`src/rtl/alu_seq_pkg.sv`:
```
// Shared types for the ALU operation sequencer: opcodes, slice select words,
// FSM states, fill modes and opcode classification helpers.
// Optional feature macro: ALU_SEQ_ROTATE_EN (makes ROL/ROR legal opcodes).
package alu_seq_pkg;

  typedef enum logic [3:0] {
    OP_AND  = 4'h0,
    OP_OR   = 4'h1,
    OP_XOR  = 4'h2,
    OP_XNOR = 4'h3,
    OP_ADD  = 4'h4,
    OP_SUB  = 4'h5,
    OP_INC  = 4'h6,
    OP_DEC  = 4'h7,
    OP_SHL  = 4'h8,
    OP_SHR  = 4'h9,
    OP_ROL  = 4'hA,
    OP_ROR  = 4'hB
  } op_e;

  // Slice select: [4]=shift, [3]=arith, [2:0]=function.
  // Arith: [0]=invert B.  Shift: [0]=direction (0 left, 1 right).
  localparam logic [4:0] SEL_AND  = 5'b0_0_000;
  localparam logic [4:0] SEL_OR   = 5'b0_0_001;
  localparam logic [4:0] SEL_XOR  = 5'b0_0_010;
  localparam logic [4:0] SEL_XNOR = 5'b0_0_011;
  localparam logic [4:0] SEL_ADD  = 5'b0_1_000;
  localparam logic [4:0] SEL_SUB  = 5'b0_1_001;
  localparam logic [4:0] SEL_INC  = 5'b0_1_010;
  localparam logic [4:0] SEL_DEC  = 5'b0_1_011;
  localparam logic [4:0] SEL_SHL  = 5'b1_0_000;
  localparam logic [4:0] SEL_SHR  = 5'b1_0_001;
  localparam logic [4:0] SEL_ROL  = 5'b1_0_010;
  localparam logic [4:0] SEL_ROR  = 5'b1_0_011;

  typedef enum logic [1:0] {
    ST_IDLE  = 2'd0,
    ST_EXEC  = 2'd1,
    ST_SHIFT = 2'd2,
    ST_RESP  = 2'd3
  } state_e;

  // Source of the vacated-end bit on a shift pass.
  typedef enum logic [1:0] {
    FILL_ZERO = 2'd0,
    FILL_MSB  = 2'd1,
    FILL_LSB  = 2'd2
  } fill_e;

  function automatic logic is_shift(input logic [3:0] op);
    return (op == OP_SHL) || (op == OP_SHR) || (op == OP_ROL) || (op == OP_ROR);
  endfunction

  function automatic logic is_legal(input logic [3:0] op);
`ifdef ALU_SEQ_ROTATE_EN
    return op <= OP_ROR;
`else
    return op <= OP_SHR;
`endif
  endfunction

endpackage

```
`src/rtl/alu_seq_decode.sv`:
```
// Opcode decode for the ALU sequencer: select word, carry-in, B-force,
// fill mode and legality. Rotate entries exist only with ALU_SEQ_ROTATE_EN.
module alu_seq_decode
  import alu_seq_pkg::*;
(
  input  logic [3:0] op,
  output logic [4:0] sel,
  output logic       cin,
  output logic       b_zero,
  output logic [1:0] fill_mode,
  output logic       legal,
  output logic       shift
);

  // Pure lookup from opcode to ALU control fields.
  always_comb begin
    sel       = '0;
    cin       = 1'b0;
    b_zero    = 1'b0;
    fill_mode = FILL_ZERO;
    legal     = is_legal(op);
    shift     = is_legal(op) && is_shift(op);
    case (op)
      OP_AND:  sel = SEL_AND;
      OP_OR:   sel = SEL_OR;
      OP_XOR:  sel = SEL_XOR;
      OP_XNOR: sel = SEL_XNOR;
      OP_ADD:  sel = SEL_ADD;
      OP_SUB: begin
        sel = SEL_SUB;
        cin = 1'b1;
      end
      OP_INC: begin
        sel    = SEL_INC;
        cin    = 1'b1;
        b_zero = 1'b1;
      end
      OP_DEC: begin
        sel    = SEL_DEC;
        b_zero = 1'b1;
      end
      OP_SHL:  sel = SEL_SHL;
      OP_SHR:  sel = SEL_SHR;
`ifdef ALU_SEQ_ROTATE_EN
      OP_ROL: begin
        sel       = SEL_ROL;
        fill_mode = FILL_MSB;
      end
      OP_ROR: begin
        sel       = SEL_ROR;
        fill_mode = FILL_LSB;
      end
`endif
      default: ;
    endcase
  end

endmodule

```
`src/rtl/alu_op_sequencer.sv`:
```
// Command-side sequencer for the 16-bit reversible ALU: accepts a request,
// drives the ALU for one pass (logic/arith) or N single-bit passes (shifts),
// and returns result/flags over a valid/ready response handshake.
// Optional feature macro: ALU_SEQ_ROTATE_EN (ROL/ROR). Without it the decode
// never selects a non-zero fill source, so alu_fill stays 0.
module alu_op_sequencer
  import alu_seq_pkg::*;
#(
  parameter int unsigned WIDTH   = 16,
  parameter int unsigned SHAMT_W = 4
) (
  input  logic               clk,
  input  logic               rst_n,
  input  logic               req_valid,
  output logic               req_ready,
  input  logic [3:0]         req_op,
  input  logic [WIDTH-1:0]   req_a,
  input  logic [WIDTH-1:0]   req_b,
  output logic [4:0]         alu_select,
  output logic [WIDTH-1:0]   alu_a,
  output logic [WIDTH-1:0]   alu_b,
  output logic               alu_cin,
  output logic               alu_fill,
  input  logic [WIDTH-1:0]   alu_y,
  input  logic               alu_cout,
  output logic               rsp_valid,
  input  logic               rsp_ready,
  output logic [WIDTH-1:0]   rsp_y,
  output logic               rsp_cout,
  output logic               rsp_zero,
  output logic               rsp_err
);

  state_e             state;
  logic [WIDTH-1:0]   a_q;
  logic [WIDTH-1:0]   b_q;
  logic [SHAMT_W-1:0] cnt_q;
  logic [4:0]         sel_q;
  logic               cin_q;
  logic [1:0]         fill_q;

  logic [4:0]         dec_sel;
  logic               dec_cin;
  logic               dec_b_zero;
  logic [1:0]         dec_fill;
  logic               dec_legal;
  logic               dec_shift;

  alu_seq_decode u_decode (
    .op        (req_op),
    .sel       (dec_sel),
    .cin       (dec_cin),
    .b_zero    (dec_b_zero),
    .fill_mode (dec_fill),
    .legal     (dec_legal),
    .shift     (dec_shift)
  );

  // ALU lines carry the latched operation only while a pass is in progress.
  always_comb begin
    alu_select = '0;
    alu_a      = '0;
    alu_b      = '0;
    alu_cin    = 1'b0;
    alu_fill   = 1'b0;
    if ((state == ST_EXEC) || (state == ST_SHIFT)) begin
      alu_select = sel_q;
      alu_a      = a_q;
      alu_b      = b_q;
      alu_cin    = cin_q;
      case (fill_q)
        FILL_MSB: alu_fill = a_q[WIDTH-1];
        FILL_LSB: alu_fill = a_q[0];
        default:  alu_fill = 1'b0;
      endcase
    end
  end

  // Request/response FSM with registered handshake and response outputs.
  always_ff @(posedge clk or negedge rst_n) begin
    if (!rst_n) begin
      state     <= ST_IDLE;
      req_ready <= 1'b1;
      rsp_valid <= 1'b0;
      rsp_y     <= '0;
      rsp_cout  <= 1'b0;
      rsp_zero  <= 1'b1;
      rsp_err   <= 1'b0;
      a_q       <= '0;
      b_q       <= '0;
      cnt_q     <= '0;
      sel_q     <= '0;
      cin_q     <= 1'b0;
      fill_q    <= FILL_ZERO;
    end else begin
      case (state)
        ST_IDLE: begin
          if (req_valid) begin
            a_q       <= req_a;
            b_q       <= dec_b_zero ? '0 : req_b;
            cnt_q     <= req_b[SHAMT_W-1:0];
            sel_q     <= dec_sel;
            cin_q     <= dec_cin;
            fill_q    <= dec_fill;
            req_ready <= 1'b0;
            if (!dec_legal) begin
              state     <= ST_RESP;
              rsp_valid <= 1'b1;
              rsp_y     <= '0;
              rsp_cout  <= 1'b0;
              rsp_zero  <= 1'b1;
              rsp_err   <= 1'b1;
            end else if (dec_shift) begin
              if (req_b[SHAMT_W-1:0] == '0) begin
                state     <= ST_RESP;
                rsp_valid <= 1'b1;
                rsp_y     <= req_a;
                rsp_cout  <= 1'b0;
                rsp_zero  <= (req_a == '0);
                rsp_err   <= 1'b0;
              end else begin
                state <= ST_SHIFT;
              end
            end else begin
              state <= ST_EXEC;
            end
          end
        end

        ST_EXEC: begin
          state     <= ST_RESP;
          rsp_valid <= 1'b1;
          rsp_y     <= alu_y;
          rsp_cout  <= alu_cout;
          rsp_zero  <= (alu_y == '0);
          rsp_err   <= 1'b0;
        end

        // The final pass's carry-out is the last bit shifted out, so it is
        // captured straight into rsp_cout rather than a separate register.
        ST_SHIFT: begin
          a_q <= alu_y;
          if (cnt_q == SHAMT_W'(1)) begin
            state     <= ST_RESP;
            rsp_valid <= 1'b1;
            rsp_y     <= alu_y;
            rsp_cout  <= alu_cout;
            rsp_zero  <= (alu_y == '0);
            rsp_err   <= 1'b0;
          end else begin
            cnt_q <= cnt_q - SHAMT_W'(1);
          end
        end

        ST_RESP: begin
          if (rsp_ready) begin
            state     <= ST_IDLE;
            rsp_valid <= 1'b0;
            req_ready <= 1'b1;
          end
        end

        default: state <= ST_IDLE;
      endcase
    end
  end

endmodule

```
`config.mk`:
```
export PLATFORM = sky130hd
export DESIGN_NAME = alu_op_sequencer
export DESIGN_NICKNAME = d
export VERILOG_FILES = /design/src/rtl/alu_seq_pkg.sv /design/src/rtl/alu_seq_decode.sv /design/src/rtl/alu_op_sequencer.sv
export SDC_FILE = /design/constraint.sdc
export NUM_CORES = 1
export LEC_CHECK = 0
export CORE_MARGIN = 3
export CORE_UTILIZATION = 49
export CTS_CLUSTER_SIZE = 16
export DETAILED_ROUTE_END_ITERATION = 10
export PLACE_DENSITY = 0.94
export SLEW_MARGIN = 20
export SYNTH_ARGS = -nofsm -noshare
export SYNTH_HDL_FRONTEND = slang
export SYNTH_SLANG_ARGS = --single-unit
```
`constraint.sdc`:
```
create_clock -name clk -period 4.1 [get_ports clk]
set_input_delay 0.615 -clock clk [delete_from_list [all_inputs] [get_ports clk]]
set_output_delay 0.615 -clock clk [all_outputs]
set_load 0.005 [all_outputs]
```
**Word-level counts from Yosys, hierarchy flattened**

Cells that the tools add are included.

- Flip-flop bits (word level): 65
- Input bits: 57
- Output and inout bits: 60

- Add/sub/neg operators: 1
- $lt $le $gt $ge: 1
- Eq/ne operators: 21
- Multiplexer cells: 52
- Reduce and logical (&&, ||, !) cells: 21

Operators with widths:

| kind | count |
|---|---|
| two-way mux 16 bit | 9 |
| one-hot mux 16 bit (3 select lines) | 1 |
| one-hot mux 5 bit (9 select lines) | 1 |
| zero test 16 bit | 2 |
| one-hot mux 16 bit (2 select lines) | 1 |
| two-way mux 1 bit | 25 |
| equality test 4 x 3 -> 1 bit, second input constant | 4 |
| equality test 4 bit, second input constant | 4 |
| two-way mux 2 bit | 5 |
| AND reduction 5 bit | 2 |
| one-hot mux 1 bit (3 select lines) | 3 |
| AND reduction 3 bit | 3 |
| equality test 4 x 1 -> 1 bit, second input constant | 2 |
| equality test 4 x 2 -> 1 bit, second input constant | 2 |
| two-way mux 4 bit | 2 |
| one-hot mux 2 bit (4 select lines) | 1 |
| one-hot mux 4 bit (2 select lines) | 1 |
| inequality test 2 bit, second input constant | 3 |
| inequality test 3 bit, second input constant | 2 |
| two-way mux 5 bit | 1 |
| equality test 2 bit, second input constant | 2 |
| <= comparator 4 bit, second input constant | 1 |
| zero test 4 bit | 1 |
| logical OR 1 bit | 4 |
| 11 further kinds | 14 |

**Longest topological paths before layout**

Gate-level depths: netlist of run 1.

- Word-level depth: 9
- Gate-level depth with buffers: 8
- Gate-level depth less buffers: 6

**Modules after synthesis**

From an unflattened synthesis of run 1, not the netlist that was laid out.

- Cell total of the unflattened synthesis: 358
- Area total of the unflattened synthesis: 3,662.3 um^2

Modules (own cells, without submodules):

| module | instances | cells an instance | area each (um^2) |
|---|---|---|---|
| alu_op_sequencer | 1 | 345 | 3,573.4 |
| alu_seq_decode | 1 | 13 | 88.8 |

**Least setup slack after synthesis of run 1**

OpenSTA, ideal clock, no wires.

- Kind: input port to flip-flop
- Start point: input req_b[2]
- End point: register rsp_err
- Setup time: 0.125 ns
- Arrival time: 2.070 ns
- Required time: 3.975 ns
- Path slack: 1.905 ns
- Cell stages on the path: 5
- Path buffers: 1
- Cells stage by stage: or4_4 a31o_4 nor3_4 buf_6 mux2_4

- Word-level cells in the longest chain between the ends: 3

Ends and longest elaborated chain:

| element | RTL line | text |
|---|---|---|
| start: declaration | alu_op_sequencer.sv:18 | `input logic [WIDTH-1:0] req_b,` |
| zero test 4 bit | alu_op_sequencer.sv:114 | `if (req_b[SHAMT_W-1:0] == '0) begin` |
| inequality test 3 bit (no line) | - |  |
| AND reduction 5 bit (no line) | - |  |
| end signal: assignment | alu_op_sequencer.sv:112 | `rsp_err <= 1'b1;` |
| end signal: assignment | alu_op_sequencer.sv:120 | `rsp_err <= 1'b0;` |
| end signal: assignment | alu_op_sequencer.sv:136 | `rsp_err <= 1'b0;` |
| end: declaration | alu_op_sequencer.sv:31 | `output logic rsp_err` |

No other way between the ends.
A chain may end at the register's enable or synchronous reset.

**Final worst setup path of run 1**

- Start point: register state[0]
- End point: output alu_a[14]

- Word-level cells in the longest chain between the ends: 3
- Elaborated cells on any way between the ends: 4
- Those cells by class: eq/ne (2); mux (1); reduce/logical (1)

Ends and longest elaborated chain:

| element | RTL line | text |
|---|---|---|
| start: declaration | alu_op_sequencer.sv:34 | `state_e state;` |
| start signal: assignment | alu_op_sequencer.sv:82 | `state <= ST_IDLE;` |
| start signal: assignment | alu_op_sequencer.sv:107 | `state <= ST_RESP;` |
| start signal: assignment | alu_op_sequencer.sv:115 | `state <= ST_RESP;` |
| equality test 2 x 1 -> 1 bit or equality test 2 bit (tied branches) | alu_op_sequencer.sv:66 | `if ((state == ST_EXEC) \|\| (state == ST_SHIFT)) begin` |
| logical OR 1 bit * | alu_op_sequencer.sv:66 |  |
| two-way mux 16 bit * | alu_op_sequencer.sv:66 |  |
| end: declaration | alu_op_sequencer.sv:20 | `output logic [WIDTH-1:0] alu_a,` |

Mark *: on every way between the ends. The rest lies on a longest branch, timed or not.

==> summary.txt, run 1 <==
Status
  • Status: finished, final reports clean

Finish
  • Synthesis-to-layout area growth: 41.0%
  • Non-Filler Instances: around 510
  • Fillers: about 470
  • Share of layout cells above drive strength 1: around a tenth
  • Post-route cell area: ~0.0047 mm^2
  • Final-stage net count: between 400 and 500
  • Antenna diodes: 0
  • Post-layout util: between 70% and 80%

Global routing
  • Vias in the first global route: around 2900
  • Overall Global Routing Usage: a little under a quarter
  • Largest net degree at the start of global routing: 61
  • Initial antenna violation count: 0
  • Global-route wire length before repair: around 14 mm
  • GRT Residual Overflow: 0

Placed design
  • Cell count after placement: 489
  • DP Area: roughly 0.0045 mm^2
  • Detailed placement HPWL: 6.07 mm
  • Place WS: 1.20 ns
  • Port Buf Inserts: roughly 110
  • Final GP Congestion: 0.826

Worst setup path
  • CP arrival: between 2 and 2.5 ns
  • Worst Path Max Fanout: 60
  • FF-to-FF Start: state[0]
  • Worst Setup SP: state[0]
  • Critical Path Sink: alu_a[14]
  • R2r endpoint: rsp_zero
  • CP Launch Type: register
  • CP endpoint kind: primary output
  • Reg2Reg Depth: 7
  • R2r setup slk: about 1.7 ns
  • Kind of critical path: reg2out
  • WP data required: about 3.5 ns

Yosys
  • Yosys cell types: 42
  • Synthesis warning total: 0
  • Biggest area consumer among synthesized cells: dfrtp_1
  • Top area cells in the synthesized netlist: dfrtp_1 46%, a22o_1 8.4%, and2_1 6.9%
  • Avg Cell Area, Syn: 10.7 um^2
  • Mapped Area: approximately 0.0034 mm^2
  • Post-Syn Instances: approximately 310
  • Sequential area share after synthesis: about 48%
  • Synth top cells by count: 62 x dfrtp_1, 37 x and2_1, 32 x a22o_1, 27 x nand2_1
  • Ys flop type: dfrtp_1
  • EDFF count, synth: 0
  • Most frequent cell after synthesis: dfrtp_1
  • Synth top area share: 46.3%
  • Async set-or-reset flop fraction in the synthesized netlist: 100%
  • FF+latch count, synth: 64

Power
  • Switching Share: a little over a third
  • Overall Power: approximately 3.9 mW
  • Pwr dens: 817 mW/mm^2
  • Internal power: ~2.5 mW
  • P_leak: between 2 and 2.5 nW
  • Seq pwr share: 28.7%
  • Logic pwr share: between 50 and 60%
  • Switching power total: 1.39 mW
  • Clk network pwr share: 14.0%
  • Max rail drop VDD: a little under 400 uV

Clock tree
  • Setup Buffers After CTS: 0
  • PostCTS Resize Cnt: 0
  • Clock transition at path regs: around 0.080 ns
  • Root Buffer: clkbuf_8
  • H-tree Lvls: 3
  • Worst skew pair latency: roughly 0.35 ns
  • TritonCTS clock tree: yes
  • CTS Buf Count: 9
  • Post-CTS Hold Buffers: 0
  • Clock buffer depth: 2
  • Clk sink count: 64

Floorplanning
  • Die W: between 80 and 90 um
  • Die height: slightly below 90 um
  • Core footprint: between 0.006 and 0.007 mm^2
  • I/O pin total: approximately 120
  • Site Rows: 29
  • Die Area: 0.00787 mm^2
  • Initial Util: ~52%

STA
  • Relative slew margins: between 40% and 50%
  • Final setup viols: 0
  • Setup TNS Final: 0 ns
  • Final Critical Period: approximately 2.9 ns
  • RSZ-0062 raised after global routing: false
  • Worst-Margin Slew: approximately 0.88 ns
  • Tcrit/Tclk final: ~70%
  • WHS: between 0.2 and 0.3 ns
  • Post-route clock skew: approximately 0.011 ns
  • Fmax: roughly 350 MHz
  • PnR worst setup slack: 1.23 ns
  • Slew Viols, Final: 0
  • Hold Violations, Final: 0

Routing
  • Metal-1 WL: approximately 3.7 mm
  • Post-DRT Antenna Nets: 0
  • DR top layer: met4
  • Initial DRC Count: 111
  • Met2 wire len: a little over 4 mm
  • Total Wirelength: around 8.5 mm
  • Routed wl met3: a little under 600 um
  • DRC Markers: 0
  • Routed vias: between 2000 and 3000
  • Wire per inst: between 15 and 20 um
  • Drt pass-1 iters: 4
  • Routed vias/inst: around 5.5

Hold path
  • Hold crit path type: in2async

Run
  • MaxCap Viol Count: 0
-- power groups by stage --
stage	clock [mW]	sequential, mW	combinational, mW
2_1_floorplan	0	1.08	1.36
3_3_place_gp	0	1.10	2.16
3_5_place_dp	0	1.11	2.23
4_1_cts	0.544	1.11	2.24
5_1_grt	0.571	1.14	2.44
6_report	0.541	1.11	2.22
-- layer usage --
layer  vias to the layer above  global-route usage (%)
li1                       1326                       -
met1                      1343                    29.5
met2                       116                    36.6
met3                        13                    5.12
met4                         0                    10.4
met5                         -                       0
-- cell type report --
type	instances	area (um^2)	share of cell area, %
Timing Repair Buffer	120	1180	25.0
Clock inverter	7	72.6	1.53
Sequential cell	64	1600	33.9
Multi-Input combinational cell	220	1620	34.3
Inverter	8	30.0	0.635
Clock buffer	9	124	2.62
Tap cell	77	96.3	2.04
-- critical path, stage by stage (launching register included) --
cell and delay, ns:
dfrtp_1 0.35, inv_1 0.08, ha_1 0.28, buf_4 0.42, and2_1 0.23, clkdlybuf4s50_1 0.50
-- worst min path at each step --
| stage | from | end | slack [ns] | cells after the start |
|---|---|---|---|---|
| floorplan | rst_n | a_q[0] | 0.32 | 0 |
| global placement | sel_q[3] | sel_q[3] | 0.45 | 2 |
| detailed placement | sel_q[3] | sel_q[3] | 0.47 | 2 |
| CTS | rst_n | rsp_cout | 0.29 | 1 |
| global route | rst_n | rsp_cout | 0.33 | 1 |
| finish | rst_n | rsp_cout | 0.28 | 1 |
-- state kept, by name, summed over array words and instances, names as in the netlist, 2 cells and up --
| register | cells |
|---|---|
| a_q | 16 |
| b_q | 16 |
| rsp_y | 16 |
| cnt_q | 4 |
| sel_q | 4 |
| state | 2 |
-- placed cells by master, fill, tap and decap left out, types with 4 or more instances in the layout --
cell type / instances
ha_1: 6
mux2_4: 10
mux2i_1: 21
and2_1: 37
buf_4: 6
clkbuf_8: 9
nand2_1: 27
o21ai_1: 22
nor4_1: 5
a21oi_1: 12
nor2_1: 9
mux2_1: 7
clkdlybuf4s50_1: 113
inv_1: 7
nand2b_1: 4
a22o_1: 32
dfrtp_1: 62
-- cells by family (layout without fill, tap and decap cells) --
group / count (synthesis) / in the layout / synth area share [%]
simple gates: 97 / 97 / 16.0
compound gates: 74 / 74 / 15.4
flops: 64 / 64 / 47.8
mux: 40 / 40 / 13.7
buf+inv: 29 / 144 / 4.37
fa+ha+maj: 6 / 6 / 2.24
other cells: 1 / 2 / 0.112
xor+xnor: 1 / 1 / 0.261
(Power assumes the default switching activity.)
==> run 2: changes to the inputs <==
--- a/config.mk
+++ b/config.mk
@@ -6,10 +6,10 @@
 export NUM_CORES = 1
 export LEC_CHECK = 0
 export CORE_MARGIN = 3
-export CORE_UTILIZATION = 49
+export CORE_UTILIZATION = 41
 export CTS_CLUSTER_SIZE = 16
 export DETAILED_ROUTE_END_ITERATION = 10
-export PLACE_DENSITY = 0.94
+export PLACE_DENSITY = 0.85
 export SLEW_MARGIN = 20
 export SYNTH_ARGS = -nofsm -noshare
 export SYNTH_HDL_FRONTEND = slang
==> constraint.sdc (replaced) <==
create_clock -name clk -period 2.5 [get_ports clk]
set_input_delay 0.375 -clock clk [delete_from_list [all_inputs] [get_ports clk]]
set_output_delay 0.375 -clock clk [all_outputs]
set_load 0.005 [all_outputs]
==> summary.txt, run 2 (synthesis gave the netlist of run 1 again) <==
Routing
  • Wire per inst: ~16 um
  • Routed vias: around 2800
  • Post-DRT Antenna Nets: 0
  • Routed vias/inst: approximately 5.2
  • Drt pass-1 iters: 4
  • Total Wirelength: just under 9 mm
  • DRC Markers: 0
  • Initial DRC Count: between 60 and 70

Finish
  • Most common cell after layout, fill and taps aside: clkdlybuf4s50_1
  • Commonest non-fill, non-tap cells in the layout: 113 x clkdlybuf4s50_1, 62 x dfrtp_1, 37 x and2_1
  • Fillers: about 650
  • Non-Filler Instances: 540
  • Antenna diodes: 0
  • Share of layout cells above drive strength 1: a little over an eighth
  • Synthesis-to-layout area growth: 47.3%
  • Largest registers: a_q (16), b_q (16), rsp_y (16)
  • Post-route cell area: 0.00494 mm^2
  • Final-stage net count: ~500

Clock tree
  • Clock transition at path regs: approximately 0.080 ns
  • Clock buffer depth: 2
  • H-tree Lvls: 3
  • CTS Buf Count: 9
  • Clk sink count: 64
  • Worst skew pair latency: between 0.3 and 0.4 ns
  • Root Buffer: clkbuf_8
  • TritonCTS clock tree: yes

Placed design
  • DP Area: 0.00467 mm^2
  • Cell count after placement: approximately 520
  • Final GP Congestion: around 0.83
  • Port Buf Inserts: 114
  • Detailed placement HPWL: 6.45 mm

Global routing
  • GRT Residual Overflow: 0
  • Initial antenna violation count: 0
  • Largest net degree at the start of global routing: 36
  • Vias in the first global route: about 3000
  • Global-route wire length before repair: about 14 mm
  • Overall Global Routing Usage: about a fifth

Run
  • MaxCap Viol Count: 0

Worst setup path
  • CP Launch Type: register
  • CP endpoint kind: primary output
  • Crit path max-delay family: buffers and inverters
  • Worst Path Max Fanout: 16
  • WP data required: about 2.1 ns
  • Kind of critical path: reg2out
  • Peak per-stage delay on the critical path: approximately 0.49 ns
  • WP buf/inv: 4
  • Critical-path cell list: inv_2 > ha_4 > buf_12 > buf_4 > and2_1 > clkdlybuf4s50_1
  • Slowest-stage cell, CP: clkdlybuf4s50_1
  • CP arrival: roughly 2.0 ns

Floorplanning
  • I/O pin total: between 100 and 150
  • Die W: just under 100 um
  • Site Rows: 32
  • Core footprint: around 0.008 mm^2
  • Initial Util: a little over two fifths
  • Die height: ~96 um
  • Die Area: roughly 0.0093 mm^2

Power
  • Pwr dens: ~1400 mW/mm^2
  • P_leak: approximately 2.1 nW
  • Max rail drop VDD: about 840 uV

STA
  • Slew Viols, Final: 0
  • Tcrit/Tclk final: 95.2%
  • Final setup viols: 0
  • RSZ-0062 raised after global routing: false
  • Post-route clock skew: 0.00700 ns
  • Worst-Margin Slew: just over 0.7 ns
  • Setup TNS Final: 0 ns
  • WHS: ~0.081 ns
  • Hold Violations, Final: 0
  • Final Critical Period: ~2.4 ns
  • Relative slew margins: roughly half
  • Fmax: 420 MHz

Status
  • Status: finished, final reports clean

Hold path
  • Hold crit path type: in2async
run 2: changes by cell type in the layout (fill, tap and decap cells not counted), sizes merged:
cell	change
bufbuf	+1
bufinv	+1
buf	+9
clkinv	-2
clkinvlp	+1
run 2: final timing paths:
path,start,to,depth (start not counted),slack (ns)
max in group asynchronous,rst_n,req_ready,2,1.72
worst max-delay path,state[1],alu_a[2],6,0.12
worst min-delay path,rst_n,state[1],1,0.08
worst max register to register,state[0],rsp_zero,7,0.36
worst min register to register,sel_q[3],sel_q[3],2,0.48
min in group clk,sel_q[3],sel_q[3],2,0.48
run 2: layout make-up:
class | count | area (um^2) | share of cell area, %
inverter | 8 | 30.0 | 0.608
sequential | 64 | 1600 | 32.5
multi-input combinational | 220 | 1640 | 33.2
clock buffer | 9 | 124 | 2.51
timing repair buffer | 130 | 1320 | 26.7
clock inverter | 7 | 96.3 | 1.95
tap | 102 | 128 | 2.58
run 2: through the flow:
stage / total power [mW] / setup WS [ns] / util [%]
4_1_cts: 6.85 / 0.0654 / 62.9
2_1_floorplan: 4.00 / 0.545 / -
5_1_grt: 7.27 / 0.0286 / 62.9
3_3_place_gp: 5.53 / 0.0149 / 59.5
3_5_place_dp: 5.68 / -0.0307 / 59.5
6_report: 6.78 / 0.121 / 62.9
run 2: layer usage:
| metal | share of wire (%) | GRT usage [%] | up-vias |
|---|---|---|---|
| met1 | 43 | 24.5 | 1352 |
| met5 | 0 | 0 | - |
| met3 | 6.9 | 5.11 | 21 |
| met2 | 48 | 32.4 | 107 |
| met4 | 2.2 | 9.00 | 0 |
| li1 | - | - | 1342 |
run 2: power by group:
group,internal [mW],switching [mW]
clock,0.560,0.420
sequential,1.55,0.276
combinational,2.33,1.64
total,4.45,2.33
run 2: repair_timing:
item                                    4_1_cts  5_1_grt
hold buffers                                  0        0
gates resized for setup                       2        2
buffers inserted                              0        0
endpoints found under the setup margin        2        6
cloned                                        1        0
